$ cat src/rtl/tick_pkg.sv
// Shared types and default constants for the run-controlled tick enable generator.
package tick_pkg;

    // Run-control states: stopped, counting, and paused with the prescaler phase kept.
    typedef enum logic [1:0] {
        IDLE = 2'd0,
        RUN  = 2'd1,
        HOLD = 2'd2
    } tick_state_t;

    // A 10 Hz strobe from the 50 MHz system clock.
    localparam int unsigned TICK_PERIOD_10HZ   = 5_000_000;

    // 10 ms of contact-bounce rejection at 50 MHz.
    localparam int unsigned TICK_DEBOUNCE_10MS = 500_000;

endpackage

$ cat src/rtl/button_debounce.sv
// Push-button conditioner: two-flop synchronizer, debouncer that accepts a new
// level only after it has been stable long enough, and a rising-edge press pulse.
module button_debounce
    import tick_pkg::*;
#(
    parameter int unsigned DEBOUNCE_CYCLES = TICK_DEBOUNCE_10MS
) (
    input  logic CLK_50M,
    input  logic RESET_N,
    input  logic btn_raw,
    output logic level,
    output logic press
);

    localparam int CNT_W = $clog2(DEBOUNCE_CYCLES + 1);
    localparam logic [CNT_W-1:0] CNT_LAST = CNT_W'(DEBOUNCE_CYCLES - 1);

    logic             sync_meta;
    logic             sync_q;
    logic [CNT_W-1:0] stable_cnt;
    logic             level_prev;

    // Bring the asynchronous button onto CLK_50M through two flops.
    always_ff @(posedge CLK_50M or negedge RESET_N) begin
        if (!RESET_N) begin
            sync_meta <= 1'b0;
            sync_q    <= 1'b0;
        end else begin
            sync_meta <= btn_raw;
            sync_q    <= sync_meta;
        end
    end

    // Count consecutive cycles of disagreement; any agreeing cycle starts over.
    always_ff @(posedge CLK_50M or negedge RESET_N) begin
        if (!RESET_N) begin
            level      <= 1'b0;
            stable_cnt <= '0;
        end else if (sync_q != level) begin
            if (stable_cnt == CNT_LAST) begin
                level      <= sync_q;
                stable_cnt <= '0;
            end else begin
                stable_cnt <= stable_cnt + CNT_W'(1);
            end
        end else begin
            stable_cnt <= '0;
        end
    end

    // One-cycle press on a debounced rising edge; releases are ignored.
    always_ff @(posedge CLK_50M or negedge RESET_N) begin
        if (!RESET_N) begin
            level_prev <= 1'b0;
            press      <= 1'b0;
        end else begin
            level_prev <= level;
            press      <= level & ~level_prev;
        end
    end

endmodule

$ cat src/rtl/tick_enable_gen.sv
// Run-controlled clock-enable generator: produces a one-cycle 'active' strobe every
// 'period' CLK_50M cycles while running, under control of run/pause and clear buttons.
module tick_enable_gen
    import tick_pkg::*;
#(
    parameter int unsigned PERIOD_WIDTH    = 30,
    parameter int unsigned DEBOUNCE_CYCLES = TICK_DEBOUNCE_10MS
) (
    input  logic                    CLK_50M,
    input  logic                    RESET_N,
    input  logic [PERIOD_WIDTH-1:0] period,
    input  logic                    btn_run,
    input  logic                    btn_clear,
    output logic                    active,
    output logic                    running,
    output logic                    clear
);

    tick_state_t             state;
    logic [PERIOD_WIDTH-1:0] cnt;
    logic [PERIOD_WIDTH-1:0] cnt_last;
    logic                    run_press;
    logic                    clear_press;
    logic                    run_level;
    logic                    clear_level;
    logic                    unused_levels;

    button_debounce #(
        .DEBOUNCE_CYCLES(DEBOUNCE_CYCLES)
    ) u_run_btn (
        .CLK_50M(CLK_50M),
        .RESET_N(RESET_N),
        .btn_raw(btn_run),
        .level  (run_level),
        .press  (run_press)
    );

    button_debounce #(
        .DEBOUNCE_CYCLES(DEBOUNCE_CYCLES)
    ) u_clear_btn (
        .CLK_50M(CLK_50M),
        .RESET_N(RESET_N),
        .btn_raw(btn_clear),
        .level  (clear_level),
        .press  (clear_press)
    );

    // Only the press pulses steer this block; the held levels are not needed here.
    assign unused_levels = run_level & clear_level;

    // Terminal count for the current period, with a period of 0 behaving like 1.
    assign cnt_last = (period == '0) ? '0 : period - PERIOD_WIDTH'(1);

    // Run/pause/clear state machine; clear beats a simultaneous run press.
    always_ff @(posedge CLK_50M or negedge RESET_N) begin
        if (!RESET_N) begin
            state   <= IDLE;
            running <= 1'b0;
            clear   <= 1'b0;
        end else begin
            clear <= clear_press;
            if (clear_press) begin
                state   <= IDLE;
                running <= 1'b0;
            end else if (run_press) begin
                case (state)
                    IDLE, HOLD: begin
                        state   <= RUN;
                        running <= 1'b1;
                    end
                    RUN: begin
                        state   <= HOLD;
                        running <= 1'b0;
                    end
                    default: begin
                        state   <= IDLE;
                        running <= 1'b0;
                    end
                endcase
            end
        end
    end

    // Prescaler: counts in RUN, freezes in HOLD to keep phase, and parks at 0 in IDLE.
    always_ff @(posedge CLK_50M or negedge RESET_N) begin
        if (!RESET_N) begin
            cnt    <= '0;
            active <= 1'b0;
        end else begin
            active <= 1'b0;
            case (state)
                RUN: begin
                    if (cnt >= cnt_last) begin
                        active <= 1'b1;
                        cnt    <= '0;
                    end else begin
                        cnt <= cnt + PERIOD_WIDTH'(1);
                    end
                end
                HOLD:    cnt <= cnt;
                default: cnt <= '0;
            endcase
        end
    end

endmodule
$ cat config.mk
export PLATFORM = sky130hd
export DESIGN_NAME = tick_enable_gen
export DESIGN_NICKNAME = d
export VERILOG_FILES = /design/src/rtl/tick_pkg.sv /design/src/rtl/button_debounce.sv /design/src/rtl/tick_enable_gen.sv
export SDC_FILE = /design/constraint.sdc
export NUM_CORES = 1
export LEC_CHECK = 0
export CORE_MARGIN = 5
export CORE_UTILIZATION = 54
export DETAILED_ROUTE_END_ITERATION = 16
export PLACE_DENSITY = 0.77
export SYNTH_ARGS = -nofsm -noshare
export SYNTH_HDL_FRONTEND = slang
export SYNTH_SLANG_ARGS = --single-unit
$ cat constraint.sdc
create_clock -name CLK_50M -period 2.05 [get_ports CLK_50M]
set_input_delay 0.205 -clock CLK_50M [delete_from_list [all_inputs] [get_ports CLK_50M]]
set_output_delay 0.205 -clock CLK_50M [all_outputs]
set_load 0.005 [all_outputs]
# Yosys cells after proc, flatten, opt, wreduce, memory -nomap -nowiden
# Cells that the tools add are included.
# word_totals
ff_bits,83
in_bits,34
out_inout_bits,3
elab_cells,53
# op_classes
n_addsub,4
magnitude_cmp,1
eq_ne,6
mux,15
n_bitwise,4
reduce_logical,6
# ops
op,n
$mux 19,4
$mux 30,2
$pmux 30 s2,1
$add 19x1->19 const B,2
$eq 19x19->1 const B,2
$add 30x1->30 const B,1
$ge 30x30->1,1
$logic_not 30->1,1
$sub 30x1->30 const B,1
$mux 1,5
$mux 2,2
$pmux 2 s2,1
$reduce_and 2->1,2
$and 1x1->1,2
$eq 2x1->1 const B,1
$eq 2x2->1 const B,1
$logic_not 2->1,1
$ne 1x1->1,2
$not 1->1,2
$reduce_bool 2->1,1
$reduce_or 2->1,1

# Depth between registers and ports, before layout
# Gate-level depths: netlist (run 1).
# depth
depth_word,5
mapped_depth,15
depth_no_buf,14

# Modules after synthesis
# From an unflattened synthesis (run 1), not the netlist that was laid out.
# unflattened
cells_unflattened,590
area_unflattened_um2,5417.7
# modules_own_cells
mod,instances,cells_per_inst,area_each_um2,seq_area_each_um2
tick_enable_gen,1,374,3145.5,875.8
button_debounce,2,108,1136.1,600.6

# Worst setup path after synthesis (run 1)
# OpenSTA, ideal clock, no wires.
# synth_timing
path_type,input to register
startpoint,in period[2]
endpoint,reg cnt[28]
setup_time_ns,0.122
t_arrival_ns,3.173
t_required_ns,1.928
path_slack_ns,-1.245
cell_stages,14
path_buffers,1
path_cell_list,nor4_4 > nand4_1 > nor4_4 > nand3b_1 > xnor2_1 > nand2_1 > ha_1 > nand4_1 > nor4_1 > nand4_1 > o211ai_1 > nor3_1 > buf_2 > a32o_1
# synth_between
elab_chain_len,5
word_cells_on_any_way,6
cone_classes,1 x add/sub; 1 x order compare; 3 x mux; 1 x reduce/logical
# synth_lines
item,line,text
start: declaration,tick_enable_gen.sv:11,"input logic [PERIOD_WIDTH-1:0] period,"
$sub 30x1->30 or $logic_not 30->1 (tied branches),tick_enable_gen.sv:52,assign cnt_last = (period == '0) ? '0 : period - PERIOD_WIDTH'(1);
$mux 30 *,tick_enable_gen.sv:52,
$ge 30x30->1 *,tick_enable_gen.sv:93,if (cnt >= cnt_last) begin
$mux 30 *,tick_enable_gen.sv:93,
$pmux 30 s2 *,tick_enable_gen.sv:91,case (state)
end signal: assignment,tick_enable_gen.sv:97,cnt <= cnt + PERIOD_WIDTH'(1);
end signal: assignment,tick_enable_gen.sv:100,HOLD: cnt <= cnt;
end: declaration,tick_enable_gen.sv:20,logic [PERIOD_WIDTH-1:0] cnt;
# Mark *: on every way between the ends. The rest lies on a longest branch, timed or not.
# A chain may end at the register's enable or synchronous reset.

# Final worst setup path (run 1)
# layout_timing
startpoint,in period[0]
endpoint,reg cnt[29]
# The elaborated chain is that of the path after synthesis.

==> reports/summary.md, run 1 <==
The leakage power total was 0.00339 µW. Critical path's top delay family: simple AND/OR/NAND/NOR gates. Number of synthesized flops with an enable pin: 0. Of the cells placed in the final design, the portion with a size suffix greater than 1 is 28.0%.

Counting distinct cell types in the post-synthesis netlist gives 56. The startpoint identified for the worst register-to-register timing path is cnt[28]. Buffers inserted during clock tree synthesis total 9.

The most frequent cell on the critical path was sky130_fd_sc_hd__nand4_1. For the core area, the log shows 9680 µm². Endpoint class of the critical path: a register. Initial antenna violation count: 0. Overall power consumption after layout is estimated at 3180 µW. Routability-driven placement finished with a final weighted congestion of 0.843. The largest fanout on the critical path was 8. Static timing analysis puts the maximum clock frequency at 0.291 GHz. The critical path goes through clkdlybuf4s15_1, inv_1, ha_2, nand4_1, nor4_4, buf_4, nand3b_1, xnor2_1, nand2_1, ha_1, nand4_1, nor4_4, nand4_1, o211ai_1, nor3_2, buf_4, buf_12, a32o_1. Timing analysis after detailed placement gives a worst setup slack of -2.02 ns. The detail route stage leaves a number of antenna-violating nets equal to 0. Setup violations remaining at the end of the flow were counted as 31. The cell area reported after detailed placement is 6570 µm². Leaving out fill and tap cells, the most frequent cell in the layout is sky130_fd_sc_hd__buf_4. The max-cap check violation count was 0; the clock-pin slew reported for the worst setup and hold paths after clock tree synthesis was 0.08 ns. The tree is rooted in a sky130_fd_sc_hd__clkbuf_8. The flow ran to the end, but the final reports show violations. Global routing consumed, over all layers together, 23.1% of the routing resources.

The critical path in this run is classified as in2reg. The worst hold path terminates at u_run_btn.sync_meta. The total overflow left after global routing is 0. 37 I/O pins were placed.

Sequential cells were found to cover 38.9% of the synthesized design area. Counting every instance in the synthesized netlist gives 564. The tools report the final design area excluding fillers as 7160 µm².

The vertical die dimension works out to 109 µm. For this run, the leading register cell type out of synthesis is sky130_fd_sc_hd__dfrtp_1. The path class of the tightest hold or removal check is in2reg.

In this run the register-to-register setup slack is -0.48 ns. Dividing the detail-routed via count by the number of cells gives 5.53. The number of remaining DRC errors is 0, and the worst slew margin relative to its limit is 50.3%. The wire length per cell was 15.5 µm. For the total count of hold-check failures in the final report, the log shows 0. The delay of the slowest critical-path stage was 0.37 ns; the final-report max-slew violation count was 0. Together, buffers and inverters on the worst path number 5. Buffers placed on the I/O ports in this run total 36. The endpoint of the lowest-slack register-to-register path is cnt[29]. The number of global-route vias before repair is 4798. First-pass GRT wire length: 22100 µm.

The floorplan has 36 rows. The number of cells on the worst hold path was 1; the number of storage elements in the synthesis netlist was 83. Averaged over all synthesized cells, the footprint is 9.46 µm². The placed wire-length estimate after detailed placement came out at 8800 µm. The later-pin clock latency in the skew report was 0.36 ns; the post-synthesis net count was 632.

The routed design has 13300 µm of wire. The floorplan step defined a die boundary enclosing 12000 µm². The worst hold path begins at btn_run.

Setup repair after global routing could not meet its margin everywhere. Between clock sinks in the finished design, the worst skew comes to 0.0110 ns. The worst path in the final design needs a cycle of 3.43 ns, including I/O delays and setup. The count of yosys warnings during synthesis is 0, and the largest net degree at the start of global routing is 46.

In this run the horizontal extent of the chip is 109 µm. The sink count of the clock tree is 83, and the worst-case setup margin in the final layout is -1.38 ns. The routed layout has 4741 vias. The cell with the largest stage delay on the worst path was sky130_fd_sc_hd__nor4_4. After synthesis, the share of flip-flops with an asynchronous set or reset is 100%. The measured slew at the worst slew-check pin came out at 0.742 ns. For this block, the initial DRC count from the detailed router was 361.

The initial utilization of the core area, before any placement, comes to 55.1%. The tools report the worst-case vdd ir drop as 0.481 mV. TritonCTS built the clock tree. The depth of the worst register-to-register path is 9. The checks that failed: setup timing. Data on the critical path arrives at its endpoint at 3.68 ns. STA classifies the critical path startpoint as a primary input. The run gives 2 as the number of buffers on the longest clock path. The logs give 3 for the deepest level of the CTS H-tree and 857 for the number of non-filler instances in the completed layout.

Count of fill cells added during filler insertion: 677. In the layout the commonest cells are 118 x sky130_fd_sc_hd__buf_4, 83 x sky130_fd_sc_hd__dfrtp_1, 66 x sky130_fd_sc_hd__nor2_1, 61 x sky130_fd_sc_hd__nand2_1, 48 x sky130_fd_sc_hd__xnor2_1. The first-pass iteration count of the detailed router was 5; the number of nets in the final layout was 787.

Dividing total power by cell area gives a power density of 444 nW/µm². The total placed cells including tap cells is 817, and the area of the mapped netlist is 5340 µm². The number of antenna diodes in the final layout is 0. The tools report the data required time at the worst endpoint as 2.30 ns.

The area growth from synthesis to layout is 34.1%. The worst path uses 168% of the clock period.
registers in the layout (all words and copies together), names as in the netlist:
| register | cells |
|---|---|
| active | 1 |
| state | 2 |
| u_clear_btn.level_prev | 1 |
| clear | 1 |
| u_run_btn.sync_q | 1 |
| u_run_btn.level | 1 |
| running | 1 |
| u_clear_btn.sync_q | 1 |
| u_run_btn.stable_cnt | 19 |
| cnt | 30 |
| u_run_btn.level_prev | 1 |
| u_run_btn.press | 1 |
| u_clear_btn.press | 1 |
| u_clear_btn.stable_cnt | 19 |
| u_clear_btn.sync_meta | 1 |
| u_clear_btn.level | 1 |
| u_run_btn.sync_meta | 1 |
synth_stat cells (2+ instances only):
cell | n | area [µm²]
sky130_fd_sc_hd__ha_1 | 34 | 425
sky130_fd_sc_hd__buf_2 | 4 | 20.0
sky130_fd_sc_hd__nand3b_1 | 4 | 30.0
sky130_fd_sc_hd__xor2_1 | 37 | 324
sky130_fd_sc_hd__nand4_1 | 18 | 113
sky130_fd_sc_hd__inv_1 | 15 | 56.3
sky130_fd_sc_hd__nand2_1 | 64 | 240
sky130_fd_sc_hd__nor2b_1 | 4 | 25.0
sky130_fd_sc_hd__nand2b_2 | 3 | 26.3
sky130_fd_sc_hd__o21ai_0 | 3 | 15.0
sky130_fd_sc_hd__nor4_1 | 5 | 31.3
sky130_fd_sc_hd__or3_1 | 3 | 18.8
sky130_fd_sc_hd__nor4b_1 | 4 | 35.0
sky130_fd_sc_hd__and2_1 | 3 | 18.8
sky130_fd_sc_hd__and4_1 | 6 | 52.6
sky130_fd_sc_hd__a32o_1 | 29 | 290
sky130_fd_sc_hd__buf_6 | 2 | 22.5
sky130_fd_sc_hd__a21o_1 | 3 | 22.5
sky130_fd_sc_hd__nand2_2 | 4 | 25.0
sky130_fd_sc_hd__xnor2_1 | 51 | 447
sky130_fd_sc_hd__clkbuf_1 | 9 | 33.8
sky130_fd_sc_hd__dfrtp_1 | 83 | 2080
sky130_fd_sc_hd__nor4_4 | 4 | 85.1
sky130_fd_sc_hd__and3_1 | 7 | 43.8
sky130_fd_sc_hd__nor2_1 | 68 | 255
sky130_fd_sc_hd__nand3_1 | 29 | 145
sky130_fd_sc_hd__a21oi_1 | 14 | 70.1
sky130_fd_sc_hd__nor3_1 | 15 | 75.1
sky130_fd_sc_hd__or2_2 | 2 | 12.5
sky130_fd_sc_hd__nand2b_1 | 7 | 43.8
sky130_fd_sc_hd__nor3b_1 | 4 | 30.0
sky130_fd_sc_hd__mux2_2 | 2 | 22.5
power breakdown:
part / switching, µW / total, µW / leakage [µW] / internal, µW
Clock: 566 / 1160 / 0.0000991 / 590
Combinational: 178 / 358 / 0.00215 / 180
Sequential: 12.3 / 1660 / 0.00115 / 1650
Total: 756 / 3180 / 0.00339 / 2420
cell families (layout without fill, tap and decap cells):
family          Yosys count  after routing  share of synthesized area (%)
simple gates            265            266                           26.4
xor+xnor                 88             88                           14.4
compound gates           59             59                           8.91
mux                       3              3                          0.610
fa+ha+maj                34             34                           7.97
flops                    83             83                           38.9
buf+inv                  32            191                           2.70
worst register-to-register path, delay by kind of cell, from the launching register on:
family | cells | cell delay, ns
compound gates | 2 | 0.55
fa+ha+maj | 1 | 0.32
buf+inv | 2 | 0.30
flops | 1 | 0.41
simple gates | 4 | 0.84
worst max-delay path by stage:
stage / start / slack, ns / cells after the start / end
finish: period[0] / -1.38 / 18 / cnt[29]
global route: period[0] / -1.49 / 18 / cnt[6]
CTS: period[2] / -1.20 / 17 / cnt[28]
global placement: period[21] / -1.95 / 14 / cnt[4]
floorplan: period[2] / -1.23 / 14 / cnt[3]
detailed placement: period[2] / -2.02 / 15 / cnt[5]
layout make-up:
type	count	area, µm²	share of cell area [%]
flip-flops and latches	83	2080	29.0
clock inverters	5	52.6	0.734
clock buffers	11	141	1.98
inverters	15	56.3	0.787
well taps	133	166	2.33
multi-input cells	450	3330	46.6
repair buffers	160	1330	18.6
per-layer routing:
metal | wire (µm) | global-route usage, % | up-vias
met2 | 6640 | 39.8 | 111
met3 | 615 | 4.11 | 28
li1 | - | - | 2306
met4 | 268 | 7.93 | 0
met1 | 5790 | 29.3 | 2296
met5 | 0 | 0 | -
stage by stage:
step / hold slack (ns) / utilization, % / setup TNS [ns]
finish: 0.284 / 73.9 / -40.81
global route: 0.255 / 73.9 / -44.86
CTS: 0.267 / 72.5 / -36.68
detailed placement: 0.247 / 67.8 / -62.04
global placement: 0.239 / 67.8 / -60.11
floorplan: -0.0906 / - / -37.72
repair_timing:
action,CTS,global route
hold endpoints to repair,44,0
pin swaps,24,17
resized for setup,69,25
buffers inserted,12,9
hold buffers,1,0
setup endpoints to repair,33,49
gates cloned,3,0
Note: power is estimated with default switching activity, not from simulation.
==> inputs of run 2 (changes only) <==
--- a/config.mk
+++ b/config.mk
@@ -6,9 +6,9 @@
 export NUM_CORES = 1
 export LEC_CHECK = 0
 export CORE_MARGIN = 5
-export CORE_UTILIZATION = 54
+export CORE_UTILIZATION = 43
 export DETAILED_ROUTE_END_ITERATION = 16
-export PLACE_DENSITY = 0.77
+export RECOVER_POWER = 50
 export SYNTH_ARGS = -nofsm -noshare
 export SYNTH_HDL_FRONTEND = slang
 export SYNTH_SLANG_ARGS = --single-unit
==> reports/summary.md, run 2 (same netlist as run 1, synthesis figures left out) <==
Along the worst path, the maximum fanout reaches 8. Clock latency on the worst-skew pair, taken at its later pin, is 0.34 ns. The per-cell via count in the routed design is 5.13. Data on the critical path is required at its endpoint by 2.27 ns. Once the floorplan was initialized, standard cells occupied 44.0% of the core.

The tools report the number of global-route vias before repair as 4832. The depth of the worst register-to-register path is 9, and the power density over the cells is 496 nW/µm². In the layout the commonest cells are 114 x sky130_fd_sc_hd__buf_4, 83 x sky130_fd_sc_hd__dfrtp_1, 66 x sky130_fd_sc_hd__nor2_1, 55 x sky130_fd_sc_hd__nand2_1, 49 x sky130_fd_sc_hd__xnor2_1. The final reports fail on setup timing.

Clock skew on the completed layout was measured at 0.00795 ns. The reg-to-reg startpoint is cnt[28]. Cells with a size suffix above 1 make up 30.0% of the layout. Timing analysis after detailed placement gives a worst setup slack of -1.98 ns.

First-pass iteration count of the detailed router: 4. The number of inserted diodes was 0; the initial DRC count was 236. The all-layer global routing usage came out at 18.5%.

The area added between synthesis and finish works out to 40.5%. Total I/O pin count: 37. The tools report the deepest level of the CTS H-tree as 3. The final layout contains 793 nets.

In this run the top signal layer used is met4. After detailed routing, the number of remaining DRC violations is 0. Measured along the y axis, the die boundary spans 121 µm. The first global-routing pass estimated 22400 µm of wire.

The nature of the critical path startpoint is a primary input. TritonCTS built the clock tree. The tree is rooted in a sky130_fd_sc_hd__clkbuf_16.

Row generation in the floorplan step produced 40 rows. The quantity of I/O buffers inserted on ports works out to 36. The arrival time reported for the critical path endpoint is 3.72 ns, and the number of buffers inserted during clock tree synthesis is 9. The register with the most flip-flops in the layout has 30 of them.

The critical path ends at cnt[9]. The worst-case setup margin in the final layout came out at -1.44 ns. Setup repair after global routing could not meet its margin everywhere. In this run the standard cell core region covers 12100 µm². The final-report max-slew violation count was 0; the wire length per cell was 14.4 µm. Summed over all nets, the half-perimeter wirelength after detailed placement is 8770 µm. The worst-case vdd ir drop is 0.664 mV. In the finished design, the share of the clock period the worst path needs comes to 170%. The run gives 0.859 as the final weighted congestion of routability-driven global placement. The classification of the worst setup path is in2reg. The floorplan step defined a die boundary enclosing 14700 µm². The number of nets with antenna violations after detailed routing was 0; the max-cap check violation count was 0.

The worst min-delay path startpoint is u_clear_btn.sync_meta. For this block, wires on met1 add up to 5950 µm. The endpoint of the lowest-slack register-to-register path is cnt[9]. Wire segments on met3 add up to 635 µm in the final route. The width of the die is 121 µm. The final global-route overflow total was 0; the total placed cells including tap cells was 852. Measured slew at the worst slew-check pin: 0.815 ns. The achievable clock frequency is 0.286 GHz, and the total vias in the final route is 4609. The setup check on the worst reg-to-reg path leaves a slack of -0.46 ns.

The register ranked first by flip-flop count was cnt. Endpoint class of the critical path: a register. The logs give 83 for the sink count of the clock tree and 2 for the number of buffers on the longest clock path. In the final layout, the registers with the most flip-flops are cnt: 30 flops, u_clear_btn.stable_cnt: 19 flops, u_run_btn.stable_cnt: 19 flops.

The end-of-flow core utilization was 61.9%; the initial antenna violation count was 0. Entering global routing, the biggest net connects 35 pins. The worst slew margin relative to its limit was 45.4%. Wire segments on met2 add up to 6200 µm in the final route. After detailed routing, the total wire length is 12900 µm.

Clock-pin slew was measured on the worst setup and hold paths at 0.06 ns. Counting I/O delays and the setup requirement, the final critical path takes 3.49 ns. Summed over all cells, the static leakage comes to 0.00349 µW.

The finished layout holds 898 standard cells, fillers aside. Launching element of the worst setup path: period[2]. The run finished, with violations left.

The total count of hold-check failures in the final report is 0, and the setup-violating endpoint count in the final report is 31. The commonest non-fill, non-tap cell in the layout is sky130_fd_sc_hd__buf_4. Type of the most critical hold path: reg2reg.
[run 2: layer usage]
layer	vias to the layer above	global-route usage [%]
met2	91	30.8
li1	2321	-
met5	-	0
met3	12	3.92
met4	0	6.09
met1	2185	24.0
[run 2: layout make-up]
cell class,instances,area [µm²]
Fill cell,1039,4620
Multi-Input combinational cell,449,3400
Sequential cell,83,2080
Timing Repair Buffer,167,1440
Clock buffer,10,229
Tap cell,168,210
Clock inverter,6,80.1
Inverter,15,56.3
[run 2: worst max-delay path, cell delays in order]
cell and delay [ns]:
sky130_fd_sc_hd__buf_8 0.10, sky130_fd_sc_hd__nor4_4 0.31, sky130_fd_sc_hd__buf_4 0.17, sky130_fd_sc_hd__nand4_1 0.16
sky130_fd_sc_hd__nor4_4 0.30, sky130_fd_sc_hd__buf_4 0.19, sky130_fd_sc_hd__nand2b_4 0.06, sky130_fd_sc_hd__xnor2_2 0.17
sky130_fd_sc_hd__nand2_2 0.09, sky130_fd_sc_hd__ha_4 0.27, sky130_fd_sc_hd__nand4_1 0.20, sky130_fd_sc_hd__nor4_4 0.34
sky130_fd_sc_hd__nand4_1 0.17, sky130_fd_sc_hd__o211ai_1 0.32, sky130_fd_sc_hd__nor3_2 0.07, sky130_fd_sc_hd__buf_4 0.16
sky130_fd_sc_hd__buf_12 0.14, sky130_fd_sc_hd__a32o_2 0.26
[run 2: power by group]
| group | switching [µW] | internal, µW |
|---|---|---|
| Sequential | 9.87 | 1650 |
| Clock | 629 | 1060 |
| Combinational | 182 | 186 |
| Total | 821 | 2900 |
[run 2: through the flow]
stage	area (µm²)	TNS [ns]	total power (µW)	hold WS, ns
floorplan	5350	-37.72	1810	-0.0906
global route	7490	-50.47	3870	0.356
global placement	6630	-58.81	2020	0.168
finish	7490	-43.66	3720	0.347
detailed placement	6630	-60.73	2030	0.176
CTS	7480	-40.40	3750	0.295
[run 2: how the worst min path moves through the flow]
stage | endpoint | slack [ns] | depth (start not counted)
6_report | u_clear_btn.sync_q | 0.35 | 0
2_1_floorplan | active | -0.09 | 0
5_1_grt | u_run_btn.sync_q | 0.36 | 0
3_5_place_dp | cnt[0] | 0.18 | 1
3_3_place_gp | u_run_btn.sync_meta | 0.17 | 1
4_1_cts | u_run_btn.sync_meta | 0.29 | 1
[run 2: what timing repair did]
action | 4_1_cts | 5_1_grt
setup buffers | 24 | 4
endpoints found under the setup margin | 31 | 33
hold buffers | 1 | 0
resized for setup | 114 | 14
cloned | 3 | 0
endpoints found under the hold margin | 30 | 0
pin swaps | 58 | 22
